<file path="src/rtl/sprite_pkg.sv">
// rtl/sprite_pkg.sv - shared sprite types and constants for the animation controllers
//
// Purpose: holds the animation state enum and the per-frame ROM size of the
// Ryu sprite sheet. The renderers use FRAME_WORDS_RYU for the per-pixel
// offset as well, so both sides of the ROM address agree on the frame size.
// Ports: none (package).
package sprite_pkg;

    typedef enum logic [1:0] {
        IDLE     = 2'd0,
        PUNCH    = 2'd1,
        COOLDOWN = 2'd2
    } anim_state_t;

    // One Ryu frame is 92 x 90 pixels, one ROM word per pixel.
    localparam int unsigned FRAME_WORDS_RYU = 92 * 90;

endpackage

</file>
<file path="src/rtl/rise_edge_det.sv">
// rtl/rise_edge_det.sv - single-flop rising-edge detector for synchronised button levels
//
// Purpose: flags the cycle in which a level input goes from 0 to 1.
// Ports:
//   clk_i   in  1  clock
//   rst_ni  in  1  asynchronous active-low reset
//   d_i     in  1  level input (already synchronised to clk_i)
//   rise_o  out 1  high for the one cycle where d_i is 1 and was 0 last cycle
module rise_edge_det (
    input  logic clk_i,
    input  logic rst_ni,
    input  logic d_i,
    output logic rise_o
);

    logic prev_q;

    always_ff @(posedge clk_i or negedge rst_ni) begin
        if (!rst_ni) begin
            prev_q <= 1'b0;
        end else begin
            prev_q <= d_i;
        end
    end

    assign rise_o = d_i & ~prev_q;

endmodule

</file>
<file path="src/rtl/ryu_anim_sequencer.sv">
// rtl/ryu_anim_sequencer.sv - frame-synchronous punch animation sequencer for the Ryu sprite
//
// Purpose: turns a punch request into a timed sequence of sprite frames and
// outputs the ROM base address of the frame on show. Every visible change
// happens on the vertical-blank tick so a frame never switches mid-scan.
// Ports:
//   vga_clk     in  1       pixel clock
//   reset_n     in  1       asynchronous active-low reset
//   frame_tick  in  1       one-cycle pulse at start of vertical blank
//   punch_req   in  1       synchronised button level; rising edge requests a punch
//   frame_base  out ADDR_W  ROM word address of the current frame's first pixel
//   frame_idx   out IDX_W   current frame number, 0 = stance
//   busy        out 1       high during PUNCH and COOLDOWN
//   anim_done   out 1       one-cycle pulse when COOLDOWN ends
module ryu_anim_sequencer
    import sprite_pkg::*;
#(
    parameter int unsigned NUM_FRAMES     = 3,
    parameter int unsigned HOLD_TICKS     = 4,
    parameter int unsigned COOLDOWN_TICKS = 8,
    parameter int unsigned FRAME_WORDS    = FRAME_WORDS_RYU,
    parameter int unsigned ADDR_W         = 16
) (
    input  logic                              vga_clk,
    input  logic                              reset_n,
    input  logic                              frame_tick,
    input  logic                              punch_req,
    output logic [ADDR_W-1:0]                 frame_base,
    output logic [$clog2(NUM_FRAMES+1)-1:0]   frame_idx,
    output logic                              busy,
    output logic                              anim_done
);

    localparam int unsigned IDX_W   = $clog2(NUM_FRAMES + 1);
    localparam int unsigned CNT_MAX = (HOLD_TICKS > COOLDOWN_TICKS) ? HOLD_TICKS : COOLDOWN_TICKS;
    localparam int unsigned CNT_W   = $clog2(CNT_MAX + 1);

    // The whole sprite sheet, stance frame included, must fit the address bus.
    if (64'(NUM_FRAMES + 1) * 64'(FRAME_WORDS) > (64'd1 << ADDR_W)) begin : g_addr_chk
        $error("ryu_anim_sequencer: (NUM_FRAMES+1)*FRAME_WORDS does not fit in ADDR_W bits");
    end
    if (HOLD_TICKS < 1 || COOLDOWN_TICKS < 1 || NUM_FRAMES < 1) begin : g_param_chk
        $error("ryu_anim_sequencer: NUM_FRAMES, HOLD_TICKS and COOLDOWN_TICKS must be at least 1");
    end

    anim_state_t        state_q, state_d;
    logic [IDX_W-1:0]   idx_q, idx_d;
    logic [ADDR_W-1:0]  base_q, base_d;
    logic [CNT_W-1:0]   cnt_q, cnt_d;
    logic               pend_q, pend_d;
    logic               busy_q, busy_d;
    logic               done_q, done_d;

    logic punch_rise;
    logic want;
    logic take_req;

    rise_edge_det u_punch_edge (
        .clk_i  (vga_clk),
        .rst_ni (reset_n),
        .d_i    (punch_req),
        .rise_o (punch_rise)
    );

    // An edge arriving in the tick cycle itself still counts as a request.
    assign want = pend_q | punch_rise;

    always_comb begin
        state_d  = state_q;
        idx_d    = idx_q;
        base_d   = base_q;
        cnt_d    = cnt_q;
        pend_d   = pend_q;
        done_d   = 1'b0;
        take_req = 1'b0;

        // Requests made while punching are dropped, not queued.
        if (punch_rise && state_q != PUNCH) begin
            pend_d = 1'b1;
        end

        if (frame_tick) begin
            case (state_q)
                IDLE: begin
                    take_req = want;
                end
                PUNCH: begin
                    // cnt_q is the number of ticks the current frame has been
                    // on screen, counting the tick that put it there.
                    if (cnt_q == CNT_W'(HOLD_TICKS)) begin
                        cnt_d = CNT_W'(1);
                        if (idx_q == IDX_W'(NUM_FRAMES)) begin
                            state_d = COOLDOWN;
                            idx_d   = '0;
                            base_d  = '0;
                        end else begin
                            idx_d  = idx_q + IDX_W'(1);
                            base_d = base_q + ADDR_W'(FRAME_WORDS);
                        end
                    end else begin
                        cnt_d = cnt_q + CNT_W'(1);
                    end
                end
                COOLDOWN: begin
                    // The entry tick is the first cooldown tick, so the exit
                    // tick is the COOLDOWN_TICKS-th one overall.
                    if (cnt_q >= CNT_W'(COOLDOWN_TICKS - 1)) begin
                        done_d = 1'b1;
                        if (want) begin
                            take_req = 1'b1;
                        end else begin
                            state_d = IDLE;
                            cnt_d   = '0;
                        end
                    end else begin
                        cnt_d = cnt_q + CNT_W'(1);
                    end
                end
                default: begin
                    state_d = IDLE;
                    idx_d   = '0;
                    base_d  = '0;
                    cnt_d   = '0;
                end
            endcase

            if (take_req) begin
                state_d = PUNCH;
                idx_d   = IDX_W'(1);
                base_d  = ADDR_W'(FRAME_WORDS);
                cnt_d   = CNT_W'(1);
                pend_d  = 1'b0;
            end
        end

        busy_d = (state_d != IDLE);
    end

    always_ff @(posedge vga_clk or negedge reset_n) begin
        if (!reset_n) begin
            state_q <= IDLE;
            idx_q   <= '0;
            base_q  <= '0;
            cnt_q   <= '0;
            pend_q  <= 1'b0;
            busy_q  <= 1'b0;
            done_q  <= 1'b0;
        end else begin
            state_q <= state_d;
            idx_q   <= idx_d;
            base_q  <= base_d;
            cnt_q   <= cnt_d;
            pend_q  <= pend_d;
            busy_q  <= busy_d;
            done_q  <= done_d;
        end
    end

    assign frame_base = base_q;
    assign frame_idx  = idx_q;
    assign busy       = busy_q;
    assign anim_done  = done_q;

endmodule

</file>
<file path="config.mk">
export PLATFORM = sky130hd
export DESIGN_NAME = ryu_anim_sequencer
export DESIGN_NICKNAME = d
export VERILOG_FILES = /design/src/rtl/sprite_pkg.sv /design/src/rtl/rise_edge_det.sv /design/src/rtl/ryu_anim_sequencer.sv
export SDC_FILE = /design/constraint.sdc
export NUM_CORES = 1
export LEC_CHECK = 0
export CORE_UTILIZATION = 45
export CTS_BUF_LIST = sky130_fd_sc_hd__clkbuf_16
export DETAILED_ROUTE_END_ITERATION = 7
export PLACE_DENSITY = 0.73
export SLEW_MARGIN = 0
export SYNTH_ARGS = -nofsm -noshare
export SYNTH_HDL_FRONTEND = slang
export SYNTH_HIERARCHICAL = 1
export SYNTH_SLANG_ARGS = --single-unit
</file>
<file path="constraint.sdc">
create_clock -name vga_clk -period 2.94 [get_ports vga_clk]
set_input_delay 0.294 -clock vga_clk [delete_from_list [all_inputs] [get_ports vga_clk]]
set_output_delay 0.294 -clock vga_clk [all_outputs]
set_load 0.02 [all_outputs]
</file>
==> results of run 1 <==
-- kinds of logic after synthesis --
family,synth area share [%]
xor gates and xnor gates,1.10
other,0.236
DFF,39.3
and+or+nand+nor,18.9
AOI/OAI and AO/OA,27.5
buffers and inverters,6.61
adders and majority gates,6.29
-- layout by cell type (no fill, tap or decap), drive strengths merged, types with 3 or more instances in the layout --
cell type and n:
nand3 4, o21a 5, conb 3, a21o 3, ha 8, clkbuf 3, clkdlybuf4s50 20, or3 3
a211oi 3, nand2 16, a211o 4, o21ai 12, a31oi 3, nor2 14, inv 13, dfrtp 25
nor3 4, a21oi 20
-- cell type report --
type | count | area, um2
Clock buffer | 3 | 75.1
Clock inverter | 1 | 5.00
Fill cell | 319 | 1470
Inverter | 13 | 48.8
Multi-Input combinational cell | 129 | 867
Sequential cell | 25 | 626
Tap cell | 46 | 57.6
Timing Repair Buffer | 22 | 215
-- through the flow --
step | util [%] | hold slack, ns
floorplan | - | -0.00159
CTS | 56.3 | 0.409
detailed placement | 53.9 | 0.514
global placement | 53.9 | 0.515
global route | 56.3 | 0.441
finish | 56.3 | 0.401
-- path summary, 6_finish.rpt --
| check | from | end | slack, ns | cells past startpoint |
|---|---|---|---|---|
| min in group vga_clk | punch_req | u_punch_edge/prev_q | 0.51 | 1 |
| min reg2reg | frame_idx[1] | frame_idx[1] | 0.52 | 1 |
| min | reset_n | frame_base[10] | 0.40 | 2 |
| max in group asynchronous | reset_n | frame_base[8] | 2.29 | 2 |
| max reg2reg | state_q[0] | frame_base[10] | 0.70 | 7 |
| max | state_q[0] | frame_base[10] | 0.70 | 7 |
-- metal layers --
metal | wire length, um | share of wire [%] | GRT usage [%] | up-vias
met3 | 95 | 2.9 | 2.73 | 4
met2 | 1710 | 51 | 33.9 | 23
li1 | - | - | - | 666
met5 | 0 | 0 | 0 | -
met4 | 40 | 1.2 | 7.62 | 0
met1 | 1490 | 45 | 26.3 | 646
-- power breakdown --
part,switching (mW),internal [mW],total (mW)
combinational,0.646,0.481,1.13
sequential,0.141,0.465,0.606
clock,0.112,0.183,0.295
total,0.899,1.13,2.03
-- worst register-to-register path, cell delays in order (launching register included) --
cell	delay, ns
dfrtp_1	0.41
inv_1	0.14
ha_1	0.36
nor2_2	0.13
nor3_4	0.37
o21ai_4	0.21
o31a_1	0.34
o21a_1	0.18
-- sequential cells by signal, summed over array words and instances (netlist names) --
name                 count
frame_idx                2
anim_done                1
busy                     1
state_q                  2
u_punch_edge/prev_q      1
pend_q                   1
frame_base              13
cnt_q                    4
==> flow_summary.yaml, run 1 <==
synth:
  netlist_top_cells_count: "dfrtp_1 (25), a21oi_1 (19), nand2_1 (16), nor2_1 (12), inv_1 (11)"
  synth-edff-count: 0
  synth-seq-cells: 25
  synth_top_flop_cell: "dfrtp_1"
  ys_top_cells_by_area: "dfrtp_1 (39%), ha_1 (6.3%), a21oi_1 (6.0%)"
  async_reset_ff_share_pct: 100
  ys_types: 47
  syn_inst: 173
  ys_warn_count: 6
  ys_seq_area_share_pct: 39.3
  netlist_area_mm2: 0.00159
  synth_top_area_share_pct: 39.3
  yosys.area.top_type: "dfrtp_1"
  yosys.cell_count.top_type: "dfrtp_1"
  syn_avg_cell_area_um2: 9.19
clock_network:
  clkTransAtPathRegs_ns: 0.06
  ctsLongestPathBuffers: 2
  cts_resized: 0
  hold_buffers: 0
  clockRootBuffer: "clkbuf_16"
  htree_levels: 1
  cts_buffers: 3
  cts_setup_buffers: 0
  clock_latency_ns: 0.26
  tritoncts: "done"
  cts_sinks: 25
critical_path:
  cp_data_required_time_ns: 3.09
  path_delay_family: "compound AO/OA/AOI/OAI gates"
  critical_path.startpoint_type: "register"
  critPathMaxFanout: 18
  cp_slowest_stage_delay_ns: 0.41
  critical_path_arrival_ns: 2.39
  cp_cell_sequence: "inv_1, ha_1, nor2_2, nor3_4, o21ai_4, o31a_1, o21a_1"
  path_class: "reg -> reg"
  end_kind: "register"
  crit_slowest_cell: "dfrtp_1"
  critPathBufInv: 1
finish:
  area_growth_pct: 19.1
  stdcell_count: 239
  nets: 206
  finalInstanceArea_mm2: 0.00189
  n_antenna_cell: 0
  drive_above_1_share_pct: 9.84
sta:
  maxSlewViolCount: 0
  setup_viol_count_final: 0
  fmax_mhz: 446
  rsz0062_at_grt: "no"
  fin_crit_ns: 2.24
  tns_ns: 0
  hold_viol_final: 0
  setup_slack_ns: 0.696
  fin_crit_sh_pct: 76.3
  skew_ns: 0.00387
grt:
  antenna_found_initial: 0
  grt_start_max_net_pins: 26
  grt_overflow_total: 0
  grt_pass1_wl_um: 5550
  first_global_vias: 1213
  track_usage_pct: 20.1
drt:
  drtPass1Iterations: 4
  vias_per_cell: 5.60
  totalWireLength_um: 3330
  vias: 1339
  remaining_drc_errors: 0
  avgRoutedWirePerCell_um: 13.9
  antenna_left: 0
  first_iter_violations: 55
floorplan:
  rows: 21
  start_util_pct: 47.3
  pin_count: 24
  die-area_mm2: 0.00378
  core_region_area_mm2: 0.00336
  die-height_um: 61.4
  die_w_um: 61.4
pwr:
  leakage_nw: 0.864
  power_mw: 2.03
  irDropWorstVdd_v: 0.000474
  power.density_mw_per_mm2: 1070
placed_design:
  io_buffers: 20
  dp_slack_ns: 0.674
  dp_hpwl_um: 2520
  post-place-cells: 235
  place_congestion: 0.857
  postPlaceCellArea_mm2: 0.00181
hold_path:
  hold_class: "in -> async"
run_status:
  status: "finished clean"
run:
  drv_cap: 0
(Power assumes the default switching activity.)
==> run 2: changes to the inputs <==
- PLACE_DENSITY: 0.73 -> 0.76
- clock period: 2.94 -> 2 ns (I/O delays scaled with it)
==> run 2 against run 1 <==
Final cell count increased by 5.9%. Sequential power increased by 50%. Routed wire length increased by 12%. Clock skew decreased by 0.0017 ns. Global-route usage increased by 1.7 points. Critical path depth increased by 2. Register-to-register slack got worse by 0.59 ns. Worst setup slack got worse by 0.59 ns. Critical endpoint is now frame_base[9]. Sequential share of layout area decreased by 2.6 points. Final area increased by 8.4%. Non-clock buffer count increased by 14. Clock power increased by 48%.
==> flow_summary.yaml, run 2 (synthesis gave the netlist of run 1 again) <==
critical_path:
  cp_data_required_time_ns: 2.13
  critical_path.startpoint_type: "register"
  critPathMaxFanout: 6
  cp_cell_sequence: "inv_2, ha_4, nor2_2, buf_4, o311ai_0, buf_4, a31oi_1, o21ai_1, o41ai_2"
  end_kind: "register"
  path_class: "reg -> reg"
  crit_slowest_cell: "dfrtp_1"
  critical_path_arrival_ns: 2.03
  reg2regPathDepth: 9
  path_common_cell: "buf_4"
  cp_slowest_stage_delay_ns: 0.42
pwr:
  leakage_nw: 0.941
  power_frac_comb_pct: 58.7
  p_sw_share_pct: 43.9
  power_mw: 3.26
  irDropWorstVdd_v: 0.000789
  power.density_mw_per_mm2: 1590
  clock_power_share_pct: 13.4
  intPower_mw: 1.83
  p_switching_mw: 1.43
  p_seq_share_pct: 28.0
drt:
  first_iter_violations: 91
  antenna_left: 0
  vias: 1438
  wl_met3_um: 134
  totalWireLength_um: 3730
  avgRoutedWirePerCell_um: 14.7
  drtPass1Iterations: 4
  dr_wl_met2_um: 1960
  highest_layer: "met4"
  remaining_drc_errors: 0
  vias_per_cell: 5.68
  wl_met1_um: 1540
floorplan:
  die_w_um: 61.4
  die-height_um: 61.4
  start_util_pct: 47.3
  core_region_area_mm2: 0.00336
  rows: 21
  pin_count: 24
  die-area_mm2: 0.00378
finish:
  final_common_cell: "dfrtp_1"
  area_growth_pct: 29.1
  n_antenna_cell: 0
  finalInstanceArea_mm2: 0.00205
  final_cell_mix: "dfrtp_1 (25), clkdlybuf4s50_1 (20), a21oi_1 (19), nand2_1 (16), buf_4 (16)"
  nets: 220
  largest_reg_flops: 13
  drive_above_1_share_pct: 19.3
clock_network:
  clock_latency_ns: 0.26
  cts_sinks: 25
  clockRootBuffer: "clkbuf_16"
  htree_levels: 1
  hold_buffers: 0
  tritoncts: "done"
  ctsLongestPathBuffers: 2
  clkTransAtPathRegs_ns: 0.06
  cts_buffers: 3
run:
  drv_cap: 0
run_status:
  status: "finished clean"
sta:
  maxSlewViolCount: 0
  rsz0062_at_grt: "no"
  setup_slack_ns: 0.104
  skew_ns: 0.00218
  fin_crit_ns: 1.90
  fmax_mhz: 527
  hold_viol_final: 0
  holdWs_ns: 0.311
  setup_viol_count_final: 0
  fin_crit_sh_pct: 94.8
  tns_ns: 0
grt:
  antenna_found_initial: 0
  grt_overflow_total: 0
  grt_pass1_wl_um: 6070
  grt_start_max_net_pins: 26
  track_usage_pct: 21.8
  first_global_vias: 1396
placed_design:
  dp_hpwl_um: 2730
  dp_slack_ns: 0.00509
  postPlaceCellArea_mm2: 0.00190
  io_buffers: 20
  place_congestion: 0.927
hold_path:
  hold_class: "in -> async"
## run 2: layer usage
metal  GRT usage [%]  vias to the layer above
li1                -                      690
met4            9.21                        0
met2            40.5                       42
met3            2.73                        9
met5               0                        -
met1            25.1                      697
## run 2: path summary, 6_finish.rpt
check / from / endpoint / slack [ns]
setup / recovery: state_q[0] / frame_base[9] / 0.10
setup reg to reg: state_q[0] / frame_base[9] / 0.10
hold reg to reg: frame_idx[1] / frame_idx[1] / 0.53
max in group asynchronous: reset_n / state_q[0] / 1.45
min in group vga_clk: punch_req / u_punch_edge/prev_q / 0.42
hold / removal: reset_n / frame_base[9] / 0.31
## run 2: timing repair
| action | in CTS | in global routing |
|---|---|---|
| endpoints found under the setup margin | 2 | 12 |
| pin swaps | 0 | 3 |
| buffers inserted | 0 | 3 |
| endpoints found under the hold margin | 0 | 0 |
| resized for setup | 1 | 10 |
## run 2: final cells by class
| type | instances | area [um2] |
|---|---|---|
| repair buffers | 36 | 320 |
| clock inverters | 1 | 3.75 |
| multi-input cells | 129 | 922 |
| fillers | 295 | 1310 |
| inverters | 13 | 48.8 |
| clock buffers | 3 | 75.1 |
| flip-flops and latches | 25 | 626 |
| well taps | 46 | 57.6 |
## run 2: power by group through the flow
stage / Combinational, mW / Sequential, mW / Clock [mW]
finish: 1.91 / 0.912 / 0.437
global route: 2.09 / 0.938 / 0.470
CTS: 1.79 / 0.906 / 0.447
detailed placement: 1.76 / 0.910 / 0
global placement: 1.70 / 0.890 / 0
floorplan: 1.09 / 0.980 / 0
## run 2: stage by stage
stage                     std cells  utilization [%]
after detailed placement        246             56.4
after global placement          246             56.4
after global routing            253             61.0
after floorplan                 175                -
final                           253             61.0
after CTS                       250             59.0
## run 2: critical path, delay by kind of cell, from the launching register on
family	cells	cell delay, ns
adder cells (fa/ha/maj)	1	0.18
buffers and inverters	3	0.48
flip-flops	1	0.42
AO/OA/AOI/OAI	4	0.62
AND/OR/NAND/NOR	1	0.07
==> run 3: changes to the inputs <==
--- a/config.mk
+++ b/config.mk
@@ -10,4 +10,5 @@
 export DETAILED_ROUTE_END_ITERATION = 7
 export PLACE_DENSITY = 0.76
+export SKIP_CTS_REPAIR_TIMING = 1
 export SLEW_MARGIN = 0
 export SYNTH_ARGS = -nofsm -noshare
==> constraint.sdc (replaced) <==
create_clock -name vga_clk -period 2 [get_ports vga_clk]
set_input_delay 0.3 -clock vga_clk [delete_from_list [all_inputs] [get_ports vga_clk]]
set_output_delay 0.3 -clock vga_clk [all_outputs]
set_load 0.02 [all_outputs]
==> run 3 against run 2 <==
Core utilization is 0.074 points higher. Sequential share of layout area barely moved. Clock power increased by 3%. Critical path depth is 2 lower. Register-to-register slack better by 0.02 ns. Clock-buffer cell count is the same. Via count down 0.14%.
==> flow_summary.yaml, run 3 (synthesis gave the netlist of run 1 again) <==
run_status:
  status: "finished clean"
clock_network:
  clock_latency_ns: 0.26
  cts_sinks: 25
  cts_buffers: 3
  tritoncts: "done"
  clockRootBuffer: "clkbuf_16"
  htree_levels: 1
  ctsLongestPathBuffers: 2
  clkTransAtPathRegs_ns: 0.07
pwr:
  irDropWorstVdd_v: 0.000733
  power.density_mw_per_mm2: 1590
  leakage_nw: 0.928
finish:
  post-route-util_pct: 61.1
  fillers: 315
  multi_input_area_um2: 931
  final_cell_mix: "dfrtp_1 (25), clkdlybuf4s50_1 (20), a21oi_1 (18), nand2_1 (16), buf_4 (15)"
  largest_reg_flops: 13
  n_antenna_cell: 0
  final_common_cell: "dfrtp_1"
  seq_area_um2: 626
  stdcell_count: 252
  area_growth_pct: 29.3
  finalInstanceArea_mm2: 0.00206
  nets: 219
  drive_above_1_share_pct: 20.4
drt:
  drtPass1Iterations: 4
  remaining_drc_errors: 0
  avgRoutedWirePerCell_um: 14.9
  totalWireLength_um: 3760
  vias: 1436
  vias_per_cell: 5.70
  first_iter_violations: 102
  antenna_left: 0
floorplan:
  core_region_area_mm2: 0.00336
  die_w_um: 61.4
  die-height_um: 61.4
  pin_count: 24
  die-area_mm2: 0.00378
  rows: 21
  start_util_pct: 47.3
critical_path:
  end_kind: "register"
  critPathBufInv: 1
  reg2regPathDepth: 7
  reg2reg_from: "frame_base[3]"
  cp_slowest_stage_delay_ns: 0.39
  timing.rr.end: "frame_base[15]"
  cp_cell_sequence: "inv_1, ha_1, nand2b_1, a211oi_2, o21ai_0, or3_1, a21oi_1"
  crit_slowest_cell: "dfrtp_1"
  critical_path_arrival_ns: 2.07
  critPathMaxFanout: 4
  cp_data_required_time_ns: 2.19
  rrSetupSlack_ns: 0.12
  path_class: "reg -> reg"
  critical_path.startpoint_type: "register"
  path_delay_family: "compound AO/OA/AOI/OAI gates"
sta:
  maxSlewViolCount: 0
  setup_viol_count_final: 0
  fin_crit_sh_pct: 93.9
  rsz0062_at_grt: "no"
  fin_crit_ns: 1.88
  tns_ns: 0
  skew_ns: 0.00319
  hold_viol_final: 0
  fmax_mhz: 532
grt:
  grt_pass1_wl_um: 6040
  grt_overflow_total: 0
  grt_start_max_net_pins: 26
  track_usage_pct: 21.8
  first_global_vias: 1399
  antenna_found_initial: 0
run:
  drv_cap: 0
placed_design:
  io_buffers: 20
  dp_hpwl_um: 2770
  postPlaceCellArea_mm2: 0.00191
  post-place-cells: 248
  place_congestion: 0.933
hold_path:
  hold_class: "in -> async"
run 3: how the worst max path moves through the flow:
stage / from / to / slack, ns / cells after the start
final: frame_base[3] / frame_base[15] / 0.12 / 7
after global routing: cnt_q[0] / frame_base[7] / 0.03 / 7
after CTS: cnt_q[0] / frame_base[6] / 0.02 / 7
after detailed placement: punch_req / frame_base[14] / -0.09 / 7
after global placement: punch_req / frame_base[10] / -0.03 / 7
after floorplan: state_q[0] / frame_base[10] / 0.13 / 8
run 3: power by group:
| part | internal, mW | switching [mW] | total [mW] |
|---|---|---|---|
| combinational | 0.863 | 1.04 | 1.90 |
| sequential | 0.683 | 0.227 | 0.911 |
| clock | 0.270 | 0.182 | 0.452 |
| total | 1.82 | 1.45 | 3.27 |
run 3: metrics by stage:
stage	hold WS (ns)	worst slack, ns	power, mW
floorplan	0.00441	0.127	2.07
global placement	0.507	-0.0334	2.60
detailed placement	0.516	-0.0944	2.69
CTS	0.431	0.0238	3.15
global route	0.458	0.0288	3.49
finish	0.411	0.122	3.27
run 3: cell type report:
cell class,count,share of cell area [%]
Clock buffer,3,3.65
Clock inverter,1,0.243
Inverter,13,2.37
Multi-Input combinational cell,129,45.3
Sequential cell,25,30.4
Tap cell,46,2.80
Timing Repair Buffer,35,15.2
run 3: per-layer routing:
layer | global-route usage [%] | wire length (um)
met5 | 0 | 0
met4 | 11.4 | 72
met3 | 3.15 | 130
met2 | 39.9 | 1970
met1 | 24.3 | 1590
